File: src/rtl/bram_portb_arbiter.sv
// Round-robin arbiter sharing BRAM port B between N_REQ requesters.
// One access in flight: IDLE -> ISSUE (BRAM pins driven) -> RESP (ack, read data).
// A locked owner keeps the port across back-to-back accesses while its req stays high.
//
// Handshake: req[i] is a request held high until ack[i]; we/addr/wdata are sampled
// once, at the grant. ack[i] is a one-cycle pulse in the RESP cycle; rdata is valid
// in that same cycle for a read. A requester chaining accesses presents its next
// addr/wdata during its ack cycle, because the next grant is taken at the end of it.
module bram_portb_arbiter #(
  parameter int N_REQ = 3,
  parameter int AW    = 12,
  parameter int DW    = 8
) (
  input  logic                clk,
  input  logic                rst_n,
  input  logic [N_REQ-1:0]    req,
  input  logic [N_REQ-1:0]    lock,
  input  logic [N_REQ-1:0]    we,
  input  logic [N_REQ*AW-1:0] addr,
  input  logic [N_REQ*DW-1:0] wdata,
  output logic [N_REQ-1:0]    ack,
  output logic [DW-1:0]       rdata,
  output logic [1:0]          grant_id,
  output logic                busy,
  output logic                bram_en,
  output logic                bram_we,
  output logic [AW-1:0]       bram_addr,
  output logic [DW-1:0]       bram_din,
  input  logic [DW-1:0]       bram_dout
);

  typedef enum logic [1:0] {S_IDLE, S_ISSUE, S_RESP} state_t;

  state_t           state_q, state_d;
  logic [1:0]       rr_ptr_q, rr_ptr_d;
  logic [1:0]       grant_id_q, grant_id_d;
  logic             we_lat_q, we_lat_d;
  logic [N_REQ-1:0] ack_q, ack_d;
  logic [DW-1:0]    rdata_q, rdata_d;
  logic             bram_en_q, bram_en_d;
  logic             bram_we_q, bram_we_d;
  logic [AW-1:0]    bram_addr_q, bram_addr_d;
  logic [DW-1:0]    bram_din_q, bram_din_d;

  logic [N_REQ-1:0] win_mask;
  logic [N_REQ-1:0] cand;
  logic             others;
  logic             do_grant;
  logic [1:0]       pick;

  // First requester with its bit set, searching from ptr upward modulo N_REQ.
  function automatic logic [1:0] rr_pick(input logic [N_REQ-1:0] r, input logic [1:0] ptr);
    logic [1:0] sel;
    logic [1:0] idx;
    logic       found;
    sel   = ptr;
    found = 1'b0;
    for (int k = 0; k < N_REQ; k++) begin
      idx = 2'((int'(ptr) + k) % N_REQ);
      if (!found && r[idx]) begin
        sel   = idx;
        found = 1'b1;
      end
    end
    return sel;
  endfunction

  function automatic logic [1:0] next_ptr(input logic [1:0] p);
    return 2'((int'(p) + 1) % N_REQ);
  endfunction

  // Next-state, arbitration and registered-output computation.
  always_comb begin
    state_d     = state_q;
    rr_ptr_d    = rr_ptr_q;
    grant_id_d  = grant_id_q;
    we_lat_d    = we_lat_q;
    ack_d       = '0;
    rdata_d     = rdata_q;
    bram_en_d   = 1'b0;
    bram_we_d   = 1'b0;
    bram_addr_d = bram_addr_q;
    bram_din_d  = bram_din_q;
    win_mask    = '0;
    win_mask[grant_id_q] = 1'b1;
    others      = |(req & ~win_mask);
    cand        = req;
    do_grant    = 1'b0;
    pick        = grant_id_q;
    case (state_q)
      S_IDLE: begin
        if (|req) begin
          do_grant = 1'b1;
          pick     = rr_pick(req, rr_ptr_q);
          rr_ptr_d = next_ptr(pick);
        end
      end
      S_ISSUE: begin
        state_d = S_RESP;
        ack_d   = win_mask;
      end
      S_RESP: begin
        if (!we_lat_q) rdata_d = bram_dout;
        if (lock[grant_id_q] && req[grant_id_q]) begin
          // Burst continues: same owner, pointer stays just past it.
          do_grant = 1'b1;
        end else begin
          // The finishing owner only competes when nobody else is waiting.
          cand = others ? (req & ~win_mask) : req;
          if (|cand) begin
            do_grant = 1'b1;
            pick     = rr_pick(cand, rr_ptr_q);
            rr_ptr_d = next_ptr(pick);
          end else begin
            state_d = S_IDLE;
          end
        end
      end
      default: state_d = S_IDLE;
    endcase
    if (do_grant) begin
      state_d     = S_ISSUE;
      grant_id_d  = pick;
      we_lat_d    = we[pick];
      bram_en_d   = 1'b1;
      bram_we_d   = we[pick];
      bram_addr_d = addr[int'(pick)*AW +: AW];
      bram_din_d  = wdata[int'(pick)*DW +: DW];
    end
  end

  // State and output registers; reset aborts any access and drops the BRAM pins at once.
  always_ff @(posedge clk or negedge rst_n) begin
    if (!rst_n) begin
      state_q     <= S_IDLE;
      rr_ptr_q    <= '0;
      grant_id_q  <= '0;
      we_lat_q    <= 1'b0;
      ack_q       <= '0;
      rdata_q     <= '0;
      bram_en_q   <= 1'b0;
      bram_we_q   <= 1'b0;
      bram_addr_q <= '0;
      bram_din_q  <= '0;
    end else begin
      state_q     <= state_d;
      rr_ptr_q    <= rr_ptr_d;
      grant_id_q  <= grant_id_d;
      we_lat_q    <= we_lat_d;
      ack_q       <= ack_d;
      rdata_q     <= rdata_d;
      bram_en_q   <= bram_en_d;
      bram_we_q   <= bram_we_d;
      bram_addr_q <= bram_addr_d;
      bram_din_q  <= bram_din_d;
    end
  end

  // Read data comes straight from the BRAM in the ack cycle, then is held.
  assign rdata     = (state_q == S_RESP && !we_lat_q) ? bram_dout : rdata_q;
  assign ack       = ack_q;
  assign grant_id  = grant_id_q;
  assign busy      = (state_q != S_IDLE);
  assign bram_en   = bram_en_q;
  assign bram_we   = bram_we_q;
  assign bram_addr = bram_addr_q;
  assign bram_din  = bram_din_q;

endmodule

File: config.mk
export PLATFORM = sky130hd
export DESIGN_NAME = bram_portb_arbiter
export DESIGN_NICKNAME = d
export VERILOG_FILES = /design/src/rtl/bram_portb_arbiter.sv
export SDC_FILE = /design/constraint.sdc
export NUM_CORES = 1
export LEC_CHECK = 0
export ABC_AREA = 1
export BUFFER_PORTS_ARGS = -buffer_cell sky130_fd_sc_hd__buf_2
export CAP_MARGIN = 0
export CORE_ASPECT_RATIO = 0.7
export CORE_MARGIN = 2
export CORE_UTILIZATION = 40
export DETAILED_ROUTE_END_ITERATION = 12
export PLACE_DENSITY = 0.66
export SYNTH_ARGS = -nofsm -noshare
export SYNTH_HDL_FRONTEND = slang
export SYNTH_SLANG_ARGS = --single-unit
File: constraint.sdc
create_clock -name clk -period 3.01 [get_ports clk]
set_input_delay 0.602 -clock clk [delete_from_list [all_inputs] [get_ports clk]]
set_output_delay 0.602 -clock clk [all_outputs]
set_load 0.02 [all_outputs]
Word-level counts from Yosys, hierarchy flattened
Index checks and enable logic that the tools add are counted.
{"block": "classes", "add_sub_neg": 4, "mul": 1, "div_mod_pow": 5, "magnitude_cmp": 6, "eq_ne": 8, "shift": 2, "muxes": 66, "bitwise_logic": 3, "n_reduce_logical": 21}
{"cell": "$mod 32x3->32 const B", "count": 4}
{"cell": "$mux 2", "count": 20}
{"cell": "$shiftx 36x7->12", "count": 1}
{"cell": "$mod 3x3->32 const B", "count": 1}
{"cell": "$mux 1", "count": 29}
{"cell": "$shiftx 24x6->8", "count": 1}
{"cell": "$bmux 1 s2", "count": 9}
{"cell": "$lt 2x3->1 const B", "count": 5}
{"cell": "$add 2x1->3 const B", "count": 3}
{"cell": "$reduce_or 3->1", "count": 3}
{"cell": "$mux 8", "count": 1}
{"cell": "$ne 2x2->1 const B", "count": 4}
{"cell": "$pmux 2 s2", "count": 2}
{"cell": "$logic_and 1x1->1", "count": 7}
{"cell": "$mux 3", "count": 2}
{"cell": "$ne 3x3->1 const B", "count": 2}
{"cell": "$pmux 2 s3", "count": 1}
{"cell": "$logic_not 1->1", "count": 5}
{"cell": "$mul 2x2->4 const B", "count": 1}
{"cell": "$reduce_and 4->1", "count": 1}
{"cell": "$reduce_bool 2->1", "count": 2}
{"cell": "$add 2x2->3 const B", "count": 1}
{"cell": "$and 3x3->3", "count": 1}
{"cell": "$not 3->3", "count": 1}
{"cell": "9 further kinds", "count": 9}
{"block": "totals", "reg_bits": 40, "in_bits": 79, "out_inout_bits": 36, "word_cells": 126}

Depth between registers and ports, before layout
Gate-level depths: netlist (run 1).
{"block": "logic_depth", "ltp_word": 32, "mapped_depth": 21, "mapped_depth_nobuf": 20}

Least setup slack after synthesis (run 1)
OpenSTA, ideal clock, no wires.
{"block": "synth_timing", "path_kind": "register -> register", "from": "register rr_ptr_q[0]", "to": "register bram_addr_q[0], in the netlist bram_addr[0]", "setup_time_ns": 0.123, "arrival_ns": 2.322, "required_ns": 2.887, "path_slack_ns": 0.564, "path_stages_with_launch": 18, "path_buffers": 2, "period_less_slack_ns": 2.446, "path_cell_list": "dfrtp_1 -> inv_1 -> ha_1 -> buf_2 -> nand2_1 -> o21ai_0 -> o21ai_0 -> nand2_1 -> inv_2 -> nand2_1 -> nand3_1 -> nand2_1 -> a21oi_2 -> nand3_4 -> buf_6 -> or2_0 -> nand3_1 -> nand2_1"}
{"block": "synth_between", "elab_chain_len": 24, "elab_cells_between_ends": 56, "cone_classes": "add/sub: 2; mul: 1; div: 3; shift: 1; mux: 41; reduce/logical: 8"}
{"element": "start: declaration", "line": "35", "rtl": "logic [1:0] rr_ptr_q, rr_ptr_d;"}
{"element": "start signal: assignment", "line": "147", "rtl": "rr_ptr_q <= rr_ptr_d;"}
{"element": "branches (longest 21 deep; another with $mod 32x3->32)"}
{"element": "$pmux 2 s2 (*)", "line": "90", "rtl": "case (state_q)"}
{"element": "$mul 2x2->4 (*)", "line": "127", "rtl": "bram_addr_d = addr[int'(pick)*AW +: AW];"}
{"element": "$shiftx 36x7->12 (*)", "line": "127"}
{"element": "end signal: assignment", "line": "154", "rtl": "bram_addr_q <= bram_addr_d;"}
{"element": "end: declaration", "line": "42", "rtl": "logic [AW-1:0] bram_addr_q, bram_addr_d;"}
Mark *: on every way between the ends. The select of a mux whose other input is x is not followed.
A chain may end at the register's enable or synchronous reset.

Final worst setup path (run 1)
{"block": "layout_timing", "from": "register state_q[0]", "to": "output rdata[2]"}
{"block": "layout_between", "elab_chain_len": 3}
{"element": "start: declaration", "line": "34", "rtl": "state_t state_q, state_d;"}
{"element": "start signal: assignment", "line": "146", "rtl": "state_q <= state_d;"}
{"element": "$eq 2x2->1", "line": "160", "rtl": "assign rdata = (state_q == S_RESP && !we_lat_q) ? bram_dout : rdata_q;"}
{"element": "$logic_and 1x1->1", "line": "160"}
{"element": "$mux 8", "line": "160"}
{"element": "end: declaration", "line": "22", "rtl": "output logic [DW-1:0] rdata,"}
Every way passes these cells.

==> impl_metrics.yaml, run 1 <==
timing:
  fin_skew_ps: 7.886
  slew-limit-headroom_pct: 41.18
  finalHoldViolations: 0
  worst_slack_ps: 299.8
  worst_pin_slew_ps: 882.3
  clock.fmax_ghz: 0.3690
  setup_tns_ps: 0
  setup_viol: 0
  post-route-min-period_ps: 2710
  rsz0062_at_grt: "false"
  fin_crit_sh_pct: 90.04
  slew_violations: 0
layout:
  nets: 599
  drive_gt1_share_pct: 32.05
  antenna_cells: 0
  syn_to_final_growth_pct: 27.19
logic_synthesis:
  yosysTopAreaCellShare_pct: 36.07
  synth.area.top_cells: "dfrtp_1 36%, nand2_1 20%, inv_1 7.3%"
  seq_area_frac_synth_pct: 36.07
  synthCells: 405
  ys_async_sr_fraction_pct: 100.0
  synth.avg_cell_area_um2: 6.852
  synthDistinctLibCells: 34
  yosysWarnings: 0
  ys_top_cells_by_count: "148 x nand2_1, 54 x inv_1, 40 x dfrtp_1, 40 x nand3_1, 31 x nor2_1"
  yosys_register_bits: 40
  synth_nets: 487
  synth-main-ff-cell: "dfrtp_1"
  synth_edf_count: 0
  yosysMostFrequentCell: "nand2_1"
  syn_area_um2: 2775
  synth_largest_area_cell: "dfrtp_1"
clocking:
  tritoncts: "done"
  cts_hold_buf: 0
  cts_root_buf: "clkbuf_8"
  clock_path_buffers: 2
  insertion_delay_ps: 290
  path_clk_slew_ps: 80
  cts_num_sinks: 40
  cts_max_level: 2
  cts_buffers: 5
detailed_routing:
  routed-via-count: 2858
  drt-total-wl_mm: 7.284
  first_pass_iters: 4
  vias_per_cell: 4.670
  ant_nets: 0
  drt_iter0_drc: 175
  drc: 0
  routedWlPerCell_um: 11.90
global_route:
  grt_overflow: 0
  grtUsageTotal_pct: 19.02
  grt_max_degree: 41
  grt_pass1_wl_mm: 11.68
  grt_pass1_vias: 2558
  antenna_found_initial: 0
power_and_ir_drop:
  vdd_drop_max_mv: 0.4226
  leakagePower_nw: 2.083
  powerDensity_nw_per_um2: 1310
die:
  core-area_um2: 6725
  fp-row-count: 25
  io_pins: 115
  die_y_um: 73.69
  dieArea_um2: 7631
  die_x_um: 103.6
  initial_core_util_pct: 41.27
placed_design:
  dp_hpwl_mm: 5.689
  place_ws_ps: 210.9
  io_buffers: 114
  gp_congestion: 0.8516
critical_path:
  cp.required_ps: 2410
  r2r_slack_ps: 350
  start_kind: "flop"
  path_max_fanout: 8
  crit_arrival_ps: 2110
  cp-end-kind: "output port"
  worstSetupPathType: "flop to output port"
hold_path:
  hold_class: "input pin to asynchronous set/reset pin"
run:
  cap_violations: 0
outcome:
  status: "finished, final reports clean"
-- cell type report --
class	instances	area (um2)
sequential	40	1001
fill	658	3196
tap	94	117.6
clock inverter	2	10.01
timing repair buffer	118	613.1
inverter	61	229.0
multi-input combinational	291	1476
clock buffer	6	82.58
-- cells by family after synthesis --
kind of cell / share of synthesized area (%)
simple gates: 40.08
buf+inv: 11.18
flops: 36.07
compound gates: 8.070
mux: 3.246
fa+ha+maj: 1.353
-- power breakdown --
group          total [W]  internal [W]  switching (W)
Combinational    0.00331       0.00114        0.00217
Sequential      0.000949      0.000809       0.000140
Clock           0.000362      0.000183       0.000180
Total            0.00462       0.00214        0.00249
-- cell usage in the layout (no fill, tap or decap), types with 5 or more instances in the layout --
cell type  netlist  layout
a21boi_0         6       6
a21oi_1          5       5
buf_2            5     114
clkbuf_8         0       6
dfrtp_1         40      40
inv_1           54      54
inv_2            7       7
mux2_2           8       8
nand2_1        148     148
nand2_2          6       6
nand3_1         40      40
nand4_1          6       6
nor2_1          31      31
o21ai_0          6       5
or2_0            5       5
-- metrics by stage --
step | power, W | instance area, um2 | util (%) | instances | hold slack [ps]
2_1_floorplan | 0.003484 | 2775 | - | 405 | 306.4
3_3_place_gp | 0.004136 | 3405 | 50.62 | 603 | 467.8
3_5_place_dp | 0.004168 | 3405 | 50.62 | 603 | 467.4
4_1_cts | 0.004545 | 3497 | 52.00 | 611 | 453.3
5_1_grt | 0.005129 | 3530 | 52.48 | 612 | 511.9
6_report | 0.004624 | 3530 | 52.48 | 612 | 422.5
-- path summary, 6_finish.rpt --
path | from | endpoint | depth (start not counted)
max | state_q[0] | rdata[2] | 5
min | rst_n | rdata_q[4] | 1
max reg2reg | rr_ptr_q[0] | bram_din[2] | 18
min reg2reg | bram_din[0] | bram_din[0] | 2
max in group asynchronous | rst_n | rr_ptr_q[1] | 1
min in group clk | bram_din[0] | bram_din[0] | 2
-- critical path, stage by stage (launching register included) --
cell     delay [ps]
dfrtp_1         440
nor2_1          310
inv_1           170
or2_2           420
mux2_2          320
buf_2           160
-- metal layers --
| metal | part of all wire, % | track usage (%) |
|---|---|---|
| met1 | 48 | 26.79 |
| met2 | 43 | 29.95 |
| met3 | 8.0 | 4.082 |
| met4 | 0.99 | 5.105 |
| met5 | 0 | 0 |
-- repair_timing --
action	CTS	global route
resized for setup	0	4
setup endpoints to repair	0	22
buffers inserted	0	1
-- sequential cells by signal, summed over array words and instances, names as in the netlist --
signal / cells
bram_addr: 12
bram_din: 8
rdata_q: 8
ack: 3
grant_id: 2
rr_ptr_q: 2
state_q: 2
bram_en: 1
bram_we: 1
we_lat_q: 1
Note: power is estimated with default switching activity, not from simulation.
==> run 2, diff against run 1 <==
--- a/config.mk
+++ b/config.mk
@@ -13,6 +13,7 @@
 export CORE_UTILIZATION = 40
 export DETAILED_ROUTE_END_ITERATION = 12
 export PLACE_DENSITY = 0.66
+export SETUP_SLACK_MARGIN = 0.02
 export SYNTH_ARGS = -nofsm -noshare
 export SYNTH_HDL_FRONTEND = slang
 export SYNTH_SLANG_ARGS = --single-unit
==> constraint.sdc (replaced) <==
create_clock -name clk -period 3 [get_ports clk]
set_input_delay 0.6 -clock clk [delete_from_list [all_inputs] [get_ports clk]]
set_output_delay 0.6 -clock clk [all_outputs]
set_load 0.02 [all_outputs]
==> impl_metrics.yaml, run 2 (synthesized netlist as in run 1, its figures left out) <==
critical_path:
  crit_path_start: "rr_ptr_q[1]"
  cp-end-kind: "flop"
  r2r_start: "rr_ptr_q[1]"
  cp.required_ps: 3170
  crit_arrival_ps: 2900
  rr_worst_depth: 17
  path_max_fanout: 13
  r2r_slack_ps: 270
  worstSetupPathType: "flop to flop"
  start_kind: "flop"
timing:
  clock.fmax_ghz: 0.3662
  slew_violations: 0
  slew-limit-headroom_pct: 40.99
  fin_crit_sh_pct: 91.03
  setup_tns_ps: 0
  finalHoldViolations: 0
  worst_pin_slew_ps: 885.1
  fin_skew_ps: 9.697
  rsz0062_at_grt: "false"
  post-route-min-period_ps: 2731
  setup_viol: 0
layout:
  final_cell_mix: "148 x nand2_1, 114 x buf_2, 54 x inv_1"
  drive_gt1_share_pct: 31.98
  ff_latch_area_um2: 1001
  syn_to_final_growth_pct: 28.63
  antenna_cells: 0
  nets: 600
  multi_input_area_um2: 1474
  largest_reg_flops: 12
  num-fill-cells: 688
  layout_commonest_cell: "nand2_1"
power_and_ir_drop:
  leakagePower_nw: 2.098
  vdd_drop_max_mv: 0.6206
  powerDensity_nw_per_um2: 1345
  power.total_w: 0.004800
detailed_routing:
  drc: 0
  vias_per_cell: 4.760
  wl_met2_mm: 3.213
  drt_iter0_drc: 175
  routed-via-count: 2918
  route.met3.wl_um: 537
  drt-total-wl_mm: 7.357
  first_pass_iters: 6
  routedWlPerCell_um: 12.00
  ant_nets: 0
  top_layer_used: "met4"
  met1_length_mm: 3.581
die:
  fp-row-count: 25
  die_y_um: 73.69
  core-area_um2: 6725
  io_pins: 115
  dieArea_um2: 7631
  initial_core_util_pct: 41.27
  die_x_um: 103.6
clocking:
  clock_path_buffers: 2
  tritoncts: "done"
  insertion_delay_ps: 290
  cts_root_buf: "clkbuf_8"
  cts_max_level: 2
  path_clk_slew_ps: 80
  cts_num_sinks: 40
  cts_buffers: 5
global_route:
  grt_pass1_vias: 2568
  grt_overflow: 0
  grt_max_degree: 41
  grtUsageTotal_pct: 19.11
  grt_pass1_wl_mm: 11.90
  antenna_found_initial: 0
outcome:
  status: "finished, final reports clean"
placed_design:
  io_buffers: 114
  gp_congestion: 0.8448
  dp_hpwl_mm: 5.755
run:
  cap_violations: 0
hold_path:
  hold_class: "input pin to asynchronous set/reset pin"
==> run 2: cell types whose count changed in the layout (fill, tap and decap cells not counted) <==
cell | previous run | this run
clkinv_2 | 2 | 1
ha_1 | 1 | 2
clkinvlp_4 | 0 | 1
ha_2 | 2 | 1
clkbuf_8 | 6 | 5
buf_6 | 0 | 1
bufinv_16 | 0 | 1
buf_4 | 3 | 2
buf_12 | 1 | 2
==> run 2: worst paths after layout <==
check | endpoint
min in group clk | bram_din[0]
worst min-delay path | rdata_q[4]
worst max-delay path | bram_din[4]
worst min register to register | bram_din[0]
max in group asynchronous | bram_addr[3]
worst max register to register | bram_din[4]
==> run 2: stage by stage <==
| step | hold WS (ps) | std cells | area, um2 | setup WS [ps] | util [%] |
|---|---|---|---|---|---|
| after global routing | 485.1 | 613 | 3570 | 43.29 | 53.08 |
| after global placement | 468.2 | 603 | 3405 | 276.4 | 50.62 |
| after detailed placement | 471.7 | 603 | 3405 | 153.6 | 50.62 |
| after floorplan | 304.4 | 405 | 2775 | 554.1 | - |
| final | 424.8 | 613 | 3570 | 269.1 | 53.08 |
| after CTS | 452.9 | 611 | 3516 | 136.9 | 52.28 |
==> run 2: timing repair <==
action	in CTS	in global routing
setup buffers	0	2
hold buffers	0	0
gates resized for setup	0	4
endpoints found under the setup margin	0	22
==> run 2: area by class of cell <==
class | count | area share, %
inverters | 61 | 6.414
repair buffers | 119 | 17.84
clock inverters | 3 | 1.192
multi-input cells | 291 | 41.29
clock buffers | 5 | 1.928
well taps | 94 | 3.295
flip-flops and latches | 40 | 28.04
==> run 2: critical path, stage by stage (launching register included) <==
cell and delay (ps):
dfrtp_1 420, inv_1 110, ha_1 370, nand2_1 120
o211ai_2 100, o31ai_2 120, inv_2 70, nand2_1 70
inv_2 90, nand2_1 70, nand3_1 80, nand2_1 100
a21oi_4 210, nand3_4 130, buf_12 160, or2_2 270
nand3_1 80, nand2_1 50
==> run 2: metal layers <==
layer | global-route usage, % | vias to the layer above
li1 | - | 1486
met1 | 27.45 | 1316
met2 | 30.39 | 112
met3 | 4.170 | 4
met4 | 3.003 | 0
met5 | 0 | -
==> run 2: report_power, final <==
part	internal (W)	switching [W]
Sequential	0.000811	0.000141
Clock	0.000246	0.000186
Combinational	0.00122	0.00220
